==> config.mk <==
export PLATFORM = sky130hd
export DESIGN_NAME = vga_stream_gen_flat
export DESIGN_NICKNAME = d
export VERILOG_FILES = /design/src/rtl/vga_stream_pkg.sv /design/src/rtl/vga_stream_if.sv /design/src/rtl/vga_timing_cnt.sv /design/src/rtl/vga_stream_gen.sv /design/src/flat_wrapper.sv
export SDC_FILE = /design/constraint.sdc
export NUM_CORES = 1
export LEC_CHECK = 0
export CAP_MARGIN = 25
export CORE_ASPECT_RATIO = 0.9
export CORE_MARGIN = 2
export CORE_UTILIZATION = 35
export CTS_BUF_LIST = sky130_fd_sc_hd__clkbuf_4 sky130_fd_sc_hd__clkbuf_8
export DETAILED_ROUTE_END_ITERATION = 16
export MAX_ROUTING_LAYER = met4
export PLACE_DENSITY = 0.53
export SETUP_SLACK_MARGIN = 0.4
export SYNTH_ARGS = -nofsm -noshare
export SYNTH_HDL_FRONTEND = slang
export SYNTH_SLANG_ARGS = --single-unit
==> constraint.sdc <==
create_clock -name clk -period 3 [get_ports clk]
set_input_delay 0.6 -clock clk [delete_from_list [all_inputs] [get_ports clk]]
set_output_delay 0.6 -clock clk [all_outputs]
set_load 0.03 [all_outputs]
==> src/rtl/vga_stream_pkg.sv <==
// ============================================================================
// Module      : vga_stream_pkg
// Description : Shared stream layout, field indices and 640x480 timing defaults
// Revision    : 1.0
// ============================================================================
`default_nettype none

package vga_stream_pkg;

  localparam int STR_W   = 26;
  localparam int COORD_W = 10;

  // Bit positions inside the stream word; XC and YC are the LSB of 10-bit fields
  localparam int ACT = 0;
  localparam int VS  = 1;
  localparam int HS  = 2;
  localparam int YC  = 3;
  localparam int XC  = 13;
  localparam int B   = 23;
  localparam int G   = 24;
  localparam int R   = 25;

  localparam int DEF_H_VIS  = 640;
  localparam int DEF_H_FP   = 16;
  localparam int DEF_H_SYNC = 96;
  localparam int DEF_H_BP   = 48;
  localparam int DEF_V_VIS  = 480;
  localparam int DEF_V_FP   = 10;
  localparam int DEF_V_SYNC = 2;
  localparam int DEF_V_BP   = 33;

  typedef logic [COORD_W-1:0] coord_t;
  typedef logic [STR_W-1:0]   vga_word_t;

  function automatic vga_word_t pack_word(
    input logic [2:0] rgb,
    input coord_t     xc,
    input coord_t     yc,
    input logic       hs_n,
    input logic       vs_n,
    input logic       act
  );
    vga_word_t w;
    w                = '0;
    w[R]             = rgb[2];
    w[G]             = rgb[1];
    w[B]             = rgb[0];
    w[XC +: COORD_W] = xc;
    w[YC +: COORD_W] = yc;
    w[HS]            = hs_n;
    w[VS]            = vs_n;
    w[ACT]           = act;
    return w;
  endfunction

  // Idle word: origin coordinates, both syncs inactive (high), blanked
  localparam vga_word_t STR_RESET = pack_word(3'b000, '0, '0, 1'b1, 1'b1, 1'b0);

endpackage

`default_nettype wire

==> src/rtl/vga_stream_if.sv <==
// ============================================================================
// Module      : vga_stream_if
// Description : VGA stream word plus frame/line markers, producer and consumer views
// Revision    : 1.0
// ============================================================================
`default_nettype none

interface vga_stream_if;
  import vga_stream_pkg::*;

  logic [STR_W-1:0] vga_str_o;
  logic             frame_start;
  logic             line_start;

  modport master (
    output vga_str_o,
    output frame_start,
    output line_start
  );

  modport slave (
    input vga_str_o,
    input frame_start,
    input line_start
  );

endinterface

`default_nettype wire

==> src/rtl/vga_timing_cnt.sv <==
// ============================================================================
// Module      : vga_timing_cnt
// Description : Horizontal/vertical raster counters advancing on the pixel tick
// Revision    : 1.0
// ============================================================================
`default_nettype none

module vga_timing_cnt
  import vga_stream_pkg::*;
#(
  parameter int H_TOT = 800,
  parameter int V_TOT = 525
) (
  input  wire logic clk,
  input  wire logic rst_n,
  input  wire logic pix_en,
  output coord_t    hc,
  output coord_t    vc
);

  localparam coord_t H_MAX = coord_t'(H_TOT - 1);
  localparam coord_t V_MAX = coord_t'(V_TOT - 1);

  coord_t hc_q, hc_d;
  coord_t vc_q, vc_d;

  always_comb begin
    hc_d = hc_q;
    vc_d = vc_q;
    if (pix_en) begin
      if (hc_q == H_MAX) begin
        hc_d = '0;
        vc_d = (vc_q == V_MAX) ? '0 : vc_q + coord_t'(1);
      end else begin
        hc_d = hc_q + coord_t'(1);
      end
    end
  end

  always_ff @(posedge clk or negedge rst_n) begin
    if (!rst_n) begin
      hc_q <= '0;
      vc_q <= '0;
    end else begin
      hc_q <= hc_d;
      vc_q <= vc_d;
    end
  end

  assign hc = hc_q;
  assign vc = vc_q;

endmodule

`default_nettype wire

==> src/rtl/vga_stream_gen.sv <==
// ============================================================================
// Module      : vga_stream_gen
// Description : VGA timing stream generator with registered fields and markers
// Revision    : 1.0
// ============================================================================
`default_nettype none

module vga_stream_gen
  import vga_stream_pkg::*;
#(
  parameter int H_VIS  = DEF_H_VIS,
  parameter int H_FP   = DEF_H_FP,
  parameter int H_SYNC = DEF_H_SYNC,
  parameter int H_BP   = DEF_H_BP,
  parameter int V_VIS  = DEF_V_VIS,
  parameter int V_FP   = DEF_V_FP,
  parameter int V_SYNC = DEF_V_SYNC,
  parameter int V_BP   = DEF_V_BP
) (
  input  wire logic       clk,
  input  wire logic       rst_n,
  input  wire logic       pix_en,
  input  wire logic [2:0] bg_rgb,
  vga_stream_if.master    str
);

  localparam int H_TOT = H_VIS + H_FP + H_SYNC + H_BP;
  localparam int V_TOT = V_VIS + V_FP + V_SYNC + V_BP;

  localparam coord_t H_VIS_C  = coord_t'(H_VIS);
  localparam coord_t V_VIS_C  = coord_t'(V_VIS);
  localparam coord_t HS_BEG_C = coord_t'(H_VIS + H_FP);
  localparam coord_t HS_END_C = coord_t'(H_VIS + H_FP + H_SYNC);
  localparam coord_t VS_BEG_C = coord_t'(V_VIS + V_FP);
  localparam coord_t VS_END_C = coord_t'(V_VIS + V_FP + V_SYNC);

  coord_t     hc;
  coord_t     vc;
  logic       active;
  logic       hs_n;
  logic       vs_n;
  logic [2:0] rgb;

  vga_word_t  str_q, str_d;
  logic       frame_start_q, frame_start_d;
  logic       line_start_q, line_start_d;

  vga_timing_cnt #(
    .H_TOT (H_TOT),
    .V_TOT (V_TOT)
  ) u_cnt (
    .clk    (clk),
    .rst_n  (rst_n),
    .pix_en (pix_en),
    .hc     (hc),
    .vc     (vc)
  );

  // Every field is decoded from the same (hc,vc) and captured in one register,
  // so the word is self-consistent and bg_rgb lands on the next word only.
  always_comb begin
    active        = (hc < H_VIS_C) && (vc < V_VIS_C);
    hs_n          = !((hc >= HS_BEG_C) && (hc < HS_END_C));
    vs_n          = !((vc >= VS_BEG_C) && (vc < VS_END_C));
    rgb           = active ? bg_rgb : 3'b000;

    str_d         = str_q;
    frame_start_d = 1'b0;
    line_start_d  = 1'b0;
    if (pix_en) begin
      str_d         = pack_word(rgb, hc, vc, hs_n, vs_n, active);
      frame_start_d = (hc == '0) && (vc == '0);
      line_start_d  = (hc == '0);
    end
  end

  always_ff @(posedge clk or negedge rst_n) begin
    if (!rst_n) begin
      str_q         <= STR_RESET;
      frame_start_q <= 1'b0;
      line_start_q  <= 1'b0;
    end else begin
      str_q         <= str_d;
      frame_start_q <= frame_start_d;
      line_start_q  <= line_start_d;
    end
  end

  assign str.vga_str_o   = str_q;
  assign str.frame_start = frame_start_q;
  assign str.line_start  = line_start_q;

endmodule

`default_nettype wire

==> src/flat_wrapper.sv <==
// flat-port wrapper written by rule: the top's interface ports become plain ports
module vga_stream_gen_flat import vga_stream_pkg::*;
#(
  parameter int H_VIS  = DEF_H_VIS,
  parameter int H_FP   = DEF_H_FP,
  parameter int H_SYNC = DEF_H_SYNC,
  parameter int H_BP   = DEF_H_BP,
  parameter int V_VIS  = DEF_V_VIS,
  parameter int V_FP   = DEF_V_FP,
  parameter int V_SYNC = DEF_V_SYNC,
  parameter int V_BP   = DEF_V_BP
)
  (clk, rst_n, pix_en, bg_rgb, str_vga_str_o, str_frame_start, str_line_start);
  vga_stream_if str_i ();
  input  wire logic clk;
  input  wire logic rst_n;
  input  wire logic pix_en;
  input  wire logic [2:0] bg_rgb;
  output wire logic [$bits(str_i.vga_str_o)-1:0] str_vga_str_o;
  output wire logic [$bits(str_i.frame_start)-1:0] str_frame_start;
  output wire logic [$bits(str_i.line_start)-1:0] str_line_start;
  assign str_vga_str_o = str_i.vga_str_o;
  assign str_frame_start = str_i.frame_start;
  assign str_line_start = str_i.line_start;
  vga_stream_gen #(.H_VIS(H_VIS), .H_FP(H_FP), .H_SYNC(H_SYNC), .H_BP(H_BP), .V_VIS(V_VIS), .V_FP(V_FP), .V_SYNC(V_SYNC), .V_BP(V_BP)) u_core (.clk(clk), .rst_n(rst_n), .pix_en(pix_en), .bg_rgb(bg_rgb), .str(str_i));
endmodule
* Word level (Yosys, flattened, before mapping)
Index checks and enable logic that the tools add are counted.
** Operators by class
- Eq/ne operators :: 2
- Reduce and logical (&&, ||, !) cells :: 9
- Order comparisons :: 6
- $add $sub $neg :: 2
- Multiplexer cells :: 5
** Operators by type and width (number)
- $add A10 B1 Y10 const B :: 2
- $eq A10 B10 Y1 const B :: 2
- $logic_not A10 Y1 :: 2
- $lt A10 B10 Y1 const B :: 2
- $lt A10 B9 Y1 const B :: 2
- $mux W10 :: 2
- $ge A10 B10 Y1 const B :: 1
- $ge A10 B9 Y1 const B :: 1
- $logic_and A1 B1 Y1 :: 4
- $mux W3 :: 1
- $logic_not A1 Y1 :: 2
- $mux W1 :: 2
- $reduce_and A2 Y1 :: 1
** Storage, ports and cells
- Logic and storage cells :: 29
- Output and inout bits :: 28
- Bits in registers :: 48

* Longest topological paths before layout
Gate-level depths: netlist (run 1).
- Depth in word-level cells :: 3
- Mapped depth :: 6
- Depth with buffers taken out :: 5

* Modules after synthesis
A second synthesis (run 1) with hierarchy kept.
** Second synthesis, totals
- Cells, all modules :: 187
- Area, all modules :: 2239.6 µm²
** Modules (own cells, without submodules)
- vga_stream_gen :: cells an instance 85, area each 1138.6 µm², times used 1, sequential area each 703.2 µm²
- vga_timing_cnt :: cells an instance 102, area each 1101.1 µm², times used 1, sequential area each 500.5 µm²

* Least setup slack after synthesis (run 1)
OpenSTA, ideal clock, no wires.
- Kind :: reg-to-reg
- Start point :: register u_core.u_cnt.hc_q[0] (netlist: u_core.u_cnt.hc[0])
- End point :: register u_core.u_cnt.vc_q[7] (netlist: u_core.u_cnt.vc[7])
- Arrival time :: 1544 ps
- Path slack :: 1332 ps
- Stages on the path, launching flop included :: 6
- Setup time :: 125 ps
- Period minus slack after synthesis :: 1668 ps
- Path buffers :: 0
- Cells stage by stage :: dfrtp_1 -> ha_1 -> and4bb_2 -> and2_2 -> nand4_1 -> mux2_2
** On the way
- Longest elaborated chain between the ends :: 2
** RTL lines
- start: declaration :: RTL line vga_timing_cnt.sv:24 : coord_t hc_q, hc_d;
- start signal: assignment :: RTL line vga_timing_cnt.sv:42 : hc_q <= '0;
- start signal: assignment :: RTL line vga_timing_cnt.sv:45 : hc_q <= hc_d;
- $eq A10 B10 Y1 :: RTL line vga_timing_cnt.sv:31 : if (hc_q == H_MAX) begin
- $reduce_and A2 Y1 (no source line)
- end signal: assignment :: RTL line vga_timing_cnt.sv:46 : vc_q <= vc_d;
- end: declaration :: RTL line vga_timing_cnt.sv:25 : coord_t vc_q, vc_d;
Every way passes these cells.
A chain may end at the register's enable or synchronous reset.

* Final worst setup path (run 1)
- Start point :: register u_core.str_q[1] (netlist: u_core.str.vga_str_o[1])
- End point :: output port str_vga_str_o[1]
** RTL lines
- start: declaration :: RTL line vga_stream_gen.sv:44 : vga_word_t str_q, str_d;
- start signal: assignment :: RTL line vga_stream_gen.sv:83 : str_q <= str_d;
- end: declaration :: RTL line flat_wrapper.sv:19 : output wire logic [$bits(str_i.vga_str_o)-1:0] str_vga_str_o;
No word-level cell between the ends.

==> results of run 1 <==
[sequential cells by signal, summed over array words and instances (netlist names)]
signal / cells
u_core.str.line_start: 1
u_core.str.vga_str_o: 26
u_core.str.frame_start: 1
u_core.u_cnt.hc: 10
u_core.u_cnt.vc: 10
[worst paths after layout]
path / slack, ps / startpoint / endpoint
worst min-delay path: 300 / rst_n / u_core.str.vga_str_o[24]$_DFFE_PN0P_
worst min register to register: 500 / u_core.str.vga_str_o[0]$_DFFE_PN0P_ / u_core.str.vga_str_o[0]$_DFFE_PN0P_
min in group clk: 500 / u_core.str.vga_str_o[0]$_DFFE_PN0P_ / u_core.str.vga_str_o[0]$_DFFE_PN0P_
worst max register to register: 1140 / u_core.u_cnt.hc[0]$_DFFE_PN0P_ / u_core.u_cnt.vc[4]$_DFFE_PN0P_
max in group asynchronous: 1970 / rst_n / u_core.str.vga_str_o[7]$_DFFE_PN0P_
worst max-delay path: 900 / u_core.str.vga_str_o[1]$_DFFE_PN1P_ / str_vga_str_o[1]
[placed cells by master (no fill, tap or decap), types with 2 or more instances in the layout]
cell type	n
nor3_1	3
dfstp_2	2
and3_2	3
mux2_2	20
nor4_1	2
a22o_1	3
and4b_1	2
ha_1	4
buf_4	3
clkdlybuf4s50_1	32
nand4_1	9
and3_1	6
nand2_1	14
clkbuf_8	5
nand3_1	8
inv_1	7
a21oi_1	3
dfrtp_1	46
xor2_1	3
xnor2_1	6
o21ai_0	8
or3_1	2
nor2_1	8
[cells by family after synthesis]
kind of cell / after synthesis / synth area share, %
simple gates: 65 / 17.4
compound gates: 23 / 7.03
flops: 48 / 55.4
buf+inv: 16 / 3.86
mux: 20 / 10.4
fa+ha+maj: 4 / 2.30
xor+xnor: 9 / 3.63
[per-stage QoR]
step	hold slack [ps]	utilization [%]	setup WS (ps)	cells
2_1_floorplan	304	-	1330	185
3_3_place_gp	472	42.2	627	284
3_5_place_dp	473	42.2	589	284
4_1_cts	315	43.7	881	292
5_1_grt	328	43.7	803	292
6_report	299	43.7	897	292
[routing by layer]
layer | wire, µm | GRT usage (%) | vias up
met1 | 2280 | 21.3 | 753
met2 | 2020 | 20.4 | 39
met5 | 0 | - | -
met4 | 68 | 5.16 | 0
met3 | 142 | 2.91 | 9
li1 | - | - | 738
[power breakdown]
part           total [mW]  switching, mW  internal (mW)  leakage [nW]
Combinational       0.319          0.174          0.145         0.519
Sequential          0.812         0.0914          0.721         0.601
Clock               0.391          0.219          0.172        0.0446
[synth_stat cells]
| cell | count | area, µm² |
|---|---|---|
| a32oi_1 | 1 | 8.76 |
| dfrtp_1 | 46 | 1150 |
| dfstp_2 | 2 | 52.6 |
| buf_1 | 1 | 3.75 |
| nand3_4 | 1 | 17.5 |
| and4b_1 | 2 | 20.0 |
| and3b_2 | 1 | 10.0 |
| xor2_1 | 3 | 26.3 |
| and2_2 | 1 | 7.51 |
| a21oi_1 | 3 | 15.0 |
| o31ai_1 | 1 | 7.51 |
| a31oi_1 | 1 | 6.26 |
| inv_1 | 7 | 26.3 |
| nor3_1 | 3 | 15.0 |
| o32a_1 | 1 | 10.0 |
| nand3_1 | 8 | 40.0 |
| nand4_1 | 9 | 56.3 |
| and4_1 | 1 | 8.76 |
| a22o_1 | 3 | 26.3 |
| and3_2 | 3 | 22.5 |
| mux2_2 | 20 | 225 |
| nor2_1 | 8 | 30.0 |
| or4_1 | 1 | 7.51 |
| buf_6 | 1 | 11.3 |
| buf_4 | 3 | 22.5 |
| xnor2_1 | 6 | 52.6 |
| o41ai_1 | 1 | 8.76 |
| a2bb2oi_1 | 1 | 8.76 |
| o211ai_1 | 1 | 7.51 |
| nor4_1 | 2 | 12.5 |
| a21o_1 | 1 | 7.51 |
| and4bb_2 | 1 | 12.5 |
| nor4b_1 | 1 | 8.76 |
| nand2_1 | 14 | 52.6 |
| nand2b_1 | 1 | 6.26 |
| o22ai_1 | 1 | 6.26 |
| buf_2 | 3 | 15.0 |
| and3_1 | 6 | 37.5 |
| ha_1 | 4 | 50.1 |
| o21ai_0 | 8 | 40.0 |
| or3_1 | 2 | 12.5 |
| clkbuf_2 | 1 | 5.00 |
[cell type report]
type,instances,area (µm²)
timing repair buffer,36,348
clock buffer,6,76.3
inverter,7,26.3
sequential,48,1200
tap,72,90.1
fill,577,3410
clock inverter,2,12.5
multi-input combinational,121,885
==> impl_summary.log, run 1 <==
INFO  metric post-dp-hpwl = ~3.2 mm
INFO  metric clock-skew-final = about 9.9 ps
INFO  metric reg2reg_depth = 5
INFO  metric post_cts.resized_instances = 0
INFO  metric setup-violations-final = 0
INFO  metric drive_gt1_share = a little under a fifth
INFO  metric routedWlPerCell = between 15 and 20 µm
INFO  metric drc = 0
INFO  metric clock_latency = ~300 ps
INFO  metric viasPerCell = ~5.3
INFO  metric final.setup.tns = 0 ps
INFO  metric i_o_buffers = 33
INFO  metric num_antenna_cells = 0
INFO  metric cts.hold.buffers_added = 0
INFO  metric critical-path-top-delay-family = buffers and inverters
INFO  metric synth.distinct_cells = 42
INFO  metric growth_of_design_area_from_synthesis_to_finish = 21.6%
INFO  metric cp.buffers_inverters = 1
INFO  metric die_area = a little under 7000 µm²
INFO  metric timing_max_transition_violations_final = 0
INFO  metric postRouteAntennaNets = 0
INFO  metric critical_path_arrival = approximately 1500 ps
INFO  metric placementRows = 27
INFO  metric globalRouteTotalUtil = between 10 and 15%
INFO  metric worstSetupPathType = flip-flop to primary output
INFO  metric wire_length_of_the_first_global_routing_pass = around 7.7 mm
INFO  metric period_needed = about 2100 ps
INFO  metric cts.reportedPaths.clkPinSlew = ~90 ps
INFO  metric fin_nets = between 200 and 250
INFO  metric max_slew_headroom = about three fifths
INFO  metric startpoint_type_of_the_worst_setup_path = flip-flop
INFO  metric cts_max_path_buffers = 2
INFO  metric cts_tree = built
INFO  metric ys_warn_count = 0
INFO  metric synthesis.area = 2170 µm²
INFO  metric dieWidth = slightly below 90 µm
INFO  metric dr_total_vias = between 1,500 and 2,000
INFO  metric rsz_0062_raised_after_global_routing = no
INFO  metric drt_iter0_drc = 37
INFO  metric cts_setup_buffers = 0
INFO  metric synth_nets = between 150 and 200
INFO  metric design.core.area = ~6000 µm²
INFO  metric status = completed
INFO  metric timing.critical_path.to_type = primary output
INFO  metric irDropWorstVdd = 225 µV
INFO  metric seq_area_frac_synth = a little under three fifths
INFO  metric overflow = 0
INFO  metric synth_cells = between 150 and 200
INFO  metric clock_sink_count = between 40 and 50
INFO  metric placed_area = about 2600 µm²
INFO  metric grt_start_max_net_pins = 28
INFO  metric final_cell_area = 2640 µm²
INFO  metric design.portCount = 34
INFO  metric routed_wirelength = about 4.5 mm
INFO  metric fin_crit_sh = 70.1%
INFO  metric chipHeight = 78.7 µm
INFO  metric final_hold_viols = 0
INFO  metric number_of_clock_buffers_inserted_by_tritoncts = 5
INFO  metric htree_num_levels = 2
INFO  metric post-layout-total-power = roughly 1.5 mW
INFO  metric powerDensity = approximately 580 nW/µm²
INFO  metric worst-endpoint-required = ~2400 ps
INFO  metric max_cap_violations = 0
INFO  metric first_global_vias = about 1,500
INFO  metric initial_antenna_violation_count = 0
INFO  metric detailedRoute.firstPassIterationCount = 4
INFO  metric place_congestion = around 0.85
INFO  metric f_max = 476 MHz
INFO  metric power.static_leakage = about 1.2 nW
INFO  metric holdCritPathClass = input pin to async pin
INFO  metric post_synth.cell_area_avg = approximately 12 µm²
INFO  metric worst_path_largest_cell_delay = 660 ps
INFO  metric cell_depth_of_the_worst_setup_path = 1
INFO  metric initial_core_utilization = 35.9%
INFO  metric ctsRootBufferMaster = clkbuf_8
INFO  metric path_max_fanout = 2
INFO  metric cpMaxStageDelayCell = clkdlybuf4s50_1
INFO  metric crit_path_cell_trace = clkdlybuf4s50_1
INFO  metric tightestPinTransition = just over 600 ps
INFO  metric synth.ff_latch_count = 48
Power figures use the tool's default switching activity.
==> run 2: changes to the inputs <==
==> constraint.sdc (replaced) <==
create_clock -name clk -period 2 [get_ports clk]
set_input_delay 0.4 -clock clk [delete_from_list [all_inputs] [get_ports clk]]
set_output_delay 0.4 -clock clk [all_outputs]
set_load 0.03 [all_outputs]
==> run 2 against run 1 <==
Against the previous run:
- worst setup slack worse by 450 ps
- utilization up 1.7 points
- flip-flop and latch count unchanged
- combinational power up 60%
- final cell count up 3.4%
- clock skew down 3.5 ps
- die area unchanged
- clock power up 43%
- first-iteration DRC count rose to 2.8 times the previous value
- largest power group unchanged
==> impl_summary.log, run 2 (synthesis gave the netlist of run 1 again) <==
INFO  metric num_antenna_cells = 0 (unchanged)
INFO  metric detailedRoute.firstPassIterationCount = 4 (unchanged)
INFO  metric clock_latency = 300 ps (about the same)
INFO  metric final.setup.tns = 0 ps (unchanged)
INFO  metric wire_length_of_the_first_global_routing_pass = 7.64 mm (-1.2%)
INFO  metric holdCritPathClass = input pin to async pin
INFO  metric worstSetupPathType = flip-flop to flip-flop
INFO  metric cts_max_path_buffers = 2 (unchanged)
INFO  metric period_needed = around 1500 ps
INFO  metric place_ws = 129 ps (-460 ps)
INFO  metric dr_total_vias = 1,566 (+1.8%)
INFO  metric placementRows = 27 (unchanged)
INFO  metric drive_gt1_share = 27.4% (+8.8 points)
INFO  metric place_congestion = 0.828 (-3.0%)
INFO  metric max_slew_headroom = 61.4% (+2.3 points)
INFO  metric initial_core_utilization = 35.9% (unchanged)
INFO  metric final_cell_mix = dfrtp_1 (42), dlygate4sd2_1 (26), mux2_2 (20)
INFO  metric i_o_buffers = 33 (unchanged)
INFO  metric timing.critical_path.to_type = flip-flop
INFO  metric largest_register_ffs = 26 (unchanged)
INFO  metric viasPerCell = 5.19 (-1.6%)
INFO  metric design.portCount = 34 (unchanged)
INFO  metric cts.reportedPaths.clkPinSlew = 80 ps (about the same)
INFO  metric f_max = about 650 MHz
INFO  metric growth_of_design_area_from_synthesis_to_finish = 26.2%
INFO  metric power.static_leakage = 1.31 nW (+13%)
INFO  metric postRouteAntennaNets = 0 (unchanged)
INFO  metric setup-violations-final = 0 (unchanged)
INFO  metric worst-endpoint-required = 2240 ps (-160 ps)
INFO  metric layout_commonest_cell = dfrtp_1
INFO  metric first_global_vias = 1,470 (-4.5%)
INFO  metric design.core.area = 6050 µm² (unchanged)
INFO  metric layout.cells.non_filler = 302 (+3.4%)
INFO  metric globalRouteTotalUtil = 14.9% (+0.28 points)
INFO  metric timing.final.ws_setup = 451 ps (-446 ps)
INFO  metric rsz_0062_raised_after_global_routing = yes
INFO  metric post-dp-hpwl = 3.22 mm (+0.12%)
INFO  metric overflow = 0 (unchanged)
INFO  metric fin_crit_sh = 77.4%
INFO  metric clock-skew-final = 6.48 ps (-3.46 ps)
INFO  metric drc = 0 (unchanged)
INFO  metric dieWidth = 87.0 µm (unchanged)
INFO  metric startpoint_type_of_the_worst_setup_path = flip-flop
INFO  metric final_hold_viols = 0 (unchanged)
INFO  metric chipHeight = 78.7 µm (unchanged)
INFO  metric numPlacedInstances = 291 (+2.5%)
INFO  metric status = completed
INFO  metric irDropWorstVdd = 276 µV (+23%)
INFO  metric max_cap_violations = 0 (unchanged)
INFO  metric fin_nets = 240 (+4.8%)
INFO  metric grt_start_max_net_pins = 27 (-3.6%)
INFO  metric routedWlPerCell = 15.2 µm (-1.4%)
INFO  metric htree_num_levels = 2 (unchanged)
INFO  metric drt_iter0_drc = 105 (+180%)
INFO  metric cts_tree = built
INFO  metric timing_max_transition_violations_final = 0 (unchanged)
INFO  metric clock_sink_count = 48 (unchanged)
INFO  metric number_of_clock_buffers_inserted_by_tritoncts = 5 (unchanged)
INFO  metric routed_wirelength = 4.60 mm (+2.0%)
INFO  metric die_area = 6850 µm² (unchanged)
INFO  metric tightestPinTransition = 579 ps (-33.9 ps)
INFO  metric path_max_fanout = 7 (+5)
INFO  metric critical_path_arrival = 1790 ps (+290 ps)
INFO  metric ctsRootBufferMaster = clkbuf_8
INFO  metric powerDensity = 829 nW/µm² (+44%)
INFO  metric initial_antenna_violation_count = 0 (unchanged)
INFO  metric hold_slack = 95.4 ps (-204 ps)
-- run 2: metal layers --
metal  vias to the layer above  wire (µm)  global-route usage, %
met5                         -          0                      -
met4                         0         74                   5.16
met3                         7        153                   3.01
met2                        34       1870                   19.5
met1                       762       2500                   22.7
li1                        763          -                      -
-- run 2: cell type report --
| cell class | instances | area, µm² |
|---|---|---|
| Multi-Input combinational cell | 121 | 928 |
| Inverter | 7 | 26.3 |
| Sequential cell | 48 | 1210 |
| Fill cell | 564 | 3310 |
| Clock buffer | 6 | 76.3 |
| Tap cell | 72 | 90.1 |
| Clock inverter | 1 | 5.00 |
| Timing Repair Buffer | 47 | 407 |
-- run 2: per-stage QoR --
stage | power (mW) | util [%] | instance area (µm²)
2_1_floorplan | 1.51 | - | 2180
3_3_place_gp | 1.75 | 43.3 | 2620
3_5_place_dp | 1.76 | 43.3 | 2620
4_1_cts | 2.30 | 44.7 | 2700
5_1_grt | 2.42 | 45.3 | 2740
6_report | 2.27 | 45.3 | 2740
-- run 2: repair_timing --
item | CTS | global route
pin swaps | 1 | 0
hold buffers | 0 | 0
endpoints found under the setup margin | 30 | 13
gates resized for setup | 33 | 11
setup buffers | 2 | 2
-- run 2: power breakdown --
part / internal [mW] / leakage (nW) / switching [mW]
Combinational: 0.220 / 0.671 / 0.290
Sequential: 1.08 / 0.599 / 0.119
Clock: 0.252 / 0.0445 / 0.308
-- run 2: worst paths after layout --
| kind | from | to | slack, ps | cells after the start |
|---|---|---|---|---|
| min in group clk | u_core.str.vga_str_o[1]$_DFFE_PN1P_ | u_core.str.vga_str_o[1]$_DFFE_PN1P_ | 490 | 2 |
| min | rst_n | u_core.u_cnt.hc[9]$_DFFE_PN0P_ | 100 | 1 |
| max in group asynchronous | rst_n | u_core.str.vga_str_o[2]$_DFFE_PN1P_ | 1300 | 2 |
| max | u_core.u_cnt.hc[5]$_DFFE_PN0P_ | u_core.u_cnt.vc[4]$_DFFE_PN0P_ | 450 | 5 |
| max reg2reg | u_core.u_cnt.hc[5]$_DFFE_PN0P_ | u_core.u_cnt.vc[4]$_DFFE_PN0P_ | 450 | 5 |
| min reg2reg | u_core.str.vga_str_o[1]$_DFFE_PN1P_ | u_core.str.vga_str_o[1]$_DFFE_PN1P_ | 490 | 2 |
-- run 2: critical path, cell delays in order, from the launching register on --
cell	delay, ps
dfrtp_2	470
and4bb_2	330
buf_4	130
nand3_4	90
or4_1	410
nand2_1	70
==> run 3: changes to the inputs <==
--- a/config.mk
+++ b/config.mk
@@ -12,7 +12,7 @@
 export CTS_BUF_LIST = sky130_fd_sc_hd__clkbuf_4 sky130_fd_sc_hd__clkbuf_8
 export DETAILED_ROUTE_END_ITERATION = 16
 export MAX_ROUTING_LAYER = met4
-export PLACE_DENSITY = 0.53
+export PLACE_DENSITY = 0.55
 export SETUP_SLACK_MARGIN = 0.4
 export SYNTH_ARGS = -nofsm -noshare
 export SYNTH_HDL_FRONTEND = slang
==> constraint.sdc (replaced) <==
create_clock -name clk -period 1.4 [get_ports clk]
set_input_delay 0.28 -clock clk [delete_from_list [all_inputs] [get_ports clk]]
set_output_delay 0.28 -clock clk [all_outputs]
set_load 0.03 [all_outputs]
==> run 3 against run 2 <==
Against the previous run:
- the flow now finishes with violations (negative setup slack)
- clock skew rose by 0.97 ps
- final cell count rose by 19%
- routed wire length rose by 16%
- die area did not move
- non-clock buffer count rose by 56
- worst setup slack got worse by 590 ps
- maximum frequency rose by 0.40%
- final area rose by 26%
- sequential power rose by 40%
- power rose by 72%
- flip-flop and latch count did not move
- sequential share of layout area fell by 9.3 points
- largest cell class unchanged
==> impl_summary.log, run 3 (synthesis gave the netlist of run 1 again) <==
INFO  metric status = finished, violations left
INFO  metric violations_in_the_final_reports = negative setup slack
INFO  metric clock-skew-final = 7.45 ps (+0.971 ps)
INFO  metric place_congestion = 0.773 (-6.6%)
INFO  metric ctsRootBufferMaster = clkbuf_8
INFO  metric number_of_clock_buffers_inserted_by_tritoncts = 5 (unchanged)
INFO  metric period_needed = 1540 ps (-6.12 ps)
INFO  metric num_antenna_cells = 0 (unchanged)
INFO  metric routedWlPerCell = 14.8 µm (-2.7%)
INFO  metric worst_hold_startpoint = pix_en
INFO  metric cts_tree = built
INFO  metric globalRouteTotalUtil = 16.9% (+2.0 points)
INFO  metric clock_sink_count = 48 (unchanged)
INFO  metric power.static_leakage = 1.65 nW (+26%)
INFO  metric initial_core_utilization = 35.9% (unchanged)
INFO  metric drc = 0 (unchanged)
INFO  metric hold_slack = 436 ps (+340 ps)
INFO  metric r2r_slack = -140 ps (-590 ps)
INFO  metric f_max = 648 MHz (+0.40%)
INFO  metric drt_iter0_drc = 59 (-44%)
INFO  metric tightestPinTransition = 293 ps (-286 ps)
INFO  metric final_cell_area = 3460 µm² (+26%)
INFO  metric timing.rr.start = u_core.u_cnt.hc[1]$_DFFE_PN0P_
INFO  metric timing_max_transition_violations_final = 0 (unchanged)
INFO  metric clock_latency = 300 ps (about the same)
INFO  metric viasPerCell = 4.91 (-5.4%)
INFO  metric holdCritPathClass = input pin to flip-flop
INFO  metric initial_antenna_violation_count = 0 (unchanged)
INFO  metric fin_nets = 296 (+23%)
INFO  metric post-dp-hpwl = 3.45 mm (+7.1%)
INFO  metric timing.final.ws_setup = -142 ps (-594 ps)
INFO  metric dr_total_vias = 1,761 (+12%)
INFO  metric powerDensity = 1130 nW/µm² (+36%)
INFO  metric worst_path_largest_cell_delay = 400 ps (-70 ps)
INFO  metric htree_num_levels = 2 (unchanged)
INFO  metric timing.critical_path.to_type = flip-flop
INFO  metric max_slew_headroom = 80.3% (+19 points)
INFO  metric drive_gt1_share = 57.8% (+30 points)
INFO  metric postRouteAntennaNets = 0 (unchanged)
INFO  metric detailedRoute.firstPassIterationCount = 4 (unchanged)
INFO  metric final_cell_mix = buf_6 (51), dfrtp_1 (46), buf_4 (45)
INFO  metric first_global_vias = 1,794 (+22%)
INFO  metric wire_length_of_the_first_global_routing_pass = 8.75 mm (+15%)
INFO  metric placementRows = 27 (unchanged)
INFO  metric design.core.area = 6050 µm² (unchanged)
INFO  metric design.portCount = 34 (unchanged)
INFO  metric chipHeight = 78.7 µm (unchanged)
INFO  metric final_hold_viols = 0 (unchanged)
INFO  metric routed_wirelength = 5.32 mm (+16%)
INFO  metric startpoint_type_of_the_worst_setup_path = flip-flop
INFO  metric worstSetupPathType = flip-flop to flip-flop
INFO  metric crit_path_cell_trace = ha_2 -> and4bb_2 -> and2_4 -> nand4_1 -> mux2_2
INFO  metric layout_commonest_cell = buf_6
INFO  metric placed_area = 2900 µm² (+11%)
INFO  metric overflow = 0 (unchanged)
INFO  metric path_max_fanout = 4 (-3)
INFO  metric fin_crit_sh = 110% (+33 points)
INFO  metric cts_max_path_buffers = 2 (unchanged)
INFO  metric cpMaxStageDelayCell = dfrtp_1
INFO  metric rsz_0062_raised_after_global_routing = yes
INFO  metric die_area = 6850 µm² (unchanged)
INFO  metric growth_of_design_area_from_synthesis_to_finish = 59.4%
INFO  metric cts.reportedPaths.clkPinSlew = 90 ps (about the same)
INFO  metric grt_start_max_net_pins = 49 (+81%)
INFO  metric crit_start = u_core.u_cnt.hc[1]$_DFFE_PN0P_
INFO  metric i_o_buffers = 33 (unchanged)
INFO  metric setup-violations-final = 11 (+11)
INFO  metric post-layout-total-power = 3.91 mW (+72%)
INFO  metric final.setup.tns = -806 ps (-806 ps)
INFO  metric dieWidth = 87.0 µm (unchanged)
INFO  metric critical_path_arrival = 1730 ps (-60 ps)
INFO  metric largest_register_ffs = 26 (unchanged)
INFO  metric irDropWorstVdd = 620 µV (+120%)
INFO  metric max_cap_violations = 0 (unchanged)
INFO  metric worst-endpoint-required = 1590 ps (-650 ps)
==> run 3: changes by cell type in the layout (fill, tap and decap cells not counted), sizes merged <==
cell | before | now
clkdlybuf4s50 | 4 | 3
clkdlybuf4s15 | 1 | 0
dlygate4sd3 | 0 | 1
buf | 15 | 98
dlygate4sd2 | 26 | 0
clkbuf | 7 | 9
clkinv | 1 | 0
==> run 3: what timing repair did <==
item                                   in CTS  in global routing
pin swaps                                  22                 11
hold buffers                                1                  0
resized for setup                         222                 30
setup buffers                              15                 10
endpoints found under the hold margin      46                  0
setup endpoints to repair                  76                 63
==> run 3: worst paths after layout <==
| path | endpoint | cells past startpoint |
|---|---|---|
| min in group asynchronous | u_core.str.vga_str_o[18]$_DFFE_PN0P_ | 3 |
| worst min-delay path | u_core.u_cnt.vc[5]$_DFFE_PN0P_ | 5 |
| max in group asynchronous | u_core.str.vga_str_o[2]$_DFFE_PN1P_ | 3 |
| worst max-delay path | u_core.u_cnt.vc[7]$_DFFE_PN0P_ | 5 |
| worst min register to register | u_core.str.vga_str_o[1]$_DFFE_PN1P_ | 2 |
| worst max register to register | u_core.u_cnt.vc[7]$_DFFE_PN0P_ | 5 |
==> run 3: critical path: cells and delay by family, from the launching register on <==
kind          cells  cell delay (ps)
simple gates      3              520
flops             1              400
fa+ha+maj         1              190
mux               1              330
==> run 3: stage by stage <==
step                      std cells  utilization, %  setup slack (ps)
after detailed placement        325            48.0              -352
after global placement          325            48.0              -348
after floorplan                 185               -              -181
after CTS                       349            54.4              -152
after global routing            359            57.3              -191
final                           359            57.3              -142
==> run 3: where the power goes <==
part	total, mW	switching, mW	internal, mW	leakage, nW
Sequential	1.68	0.132	1.55	0.601
Combinational	1.34	0.606	0.737	0.997
Clock	0.884	0.442	0.442	0.0523
==> run 3: layout make-up <==
cell class / instances / area, µm²
clock buffers: 8 / 97.6
flip-flops and latches: 48 / 1200
multi-input cells: 121 / 1060
inverters: 7 / 28.8
fillers: 531 / 2580
well taps: 72 / 90.1
repair buffers: 103 / 982
==> run 3: metal layers <==
layer  part of all wire, %  track usage, %  vias to the layer above
met1                    51            24.8                      858
met3                   2.7            3.22                        5
met2                    45            23.8                       30
li1                      -               -                      868
met5                     0               -                        -
met4                   1.1            5.16                        0
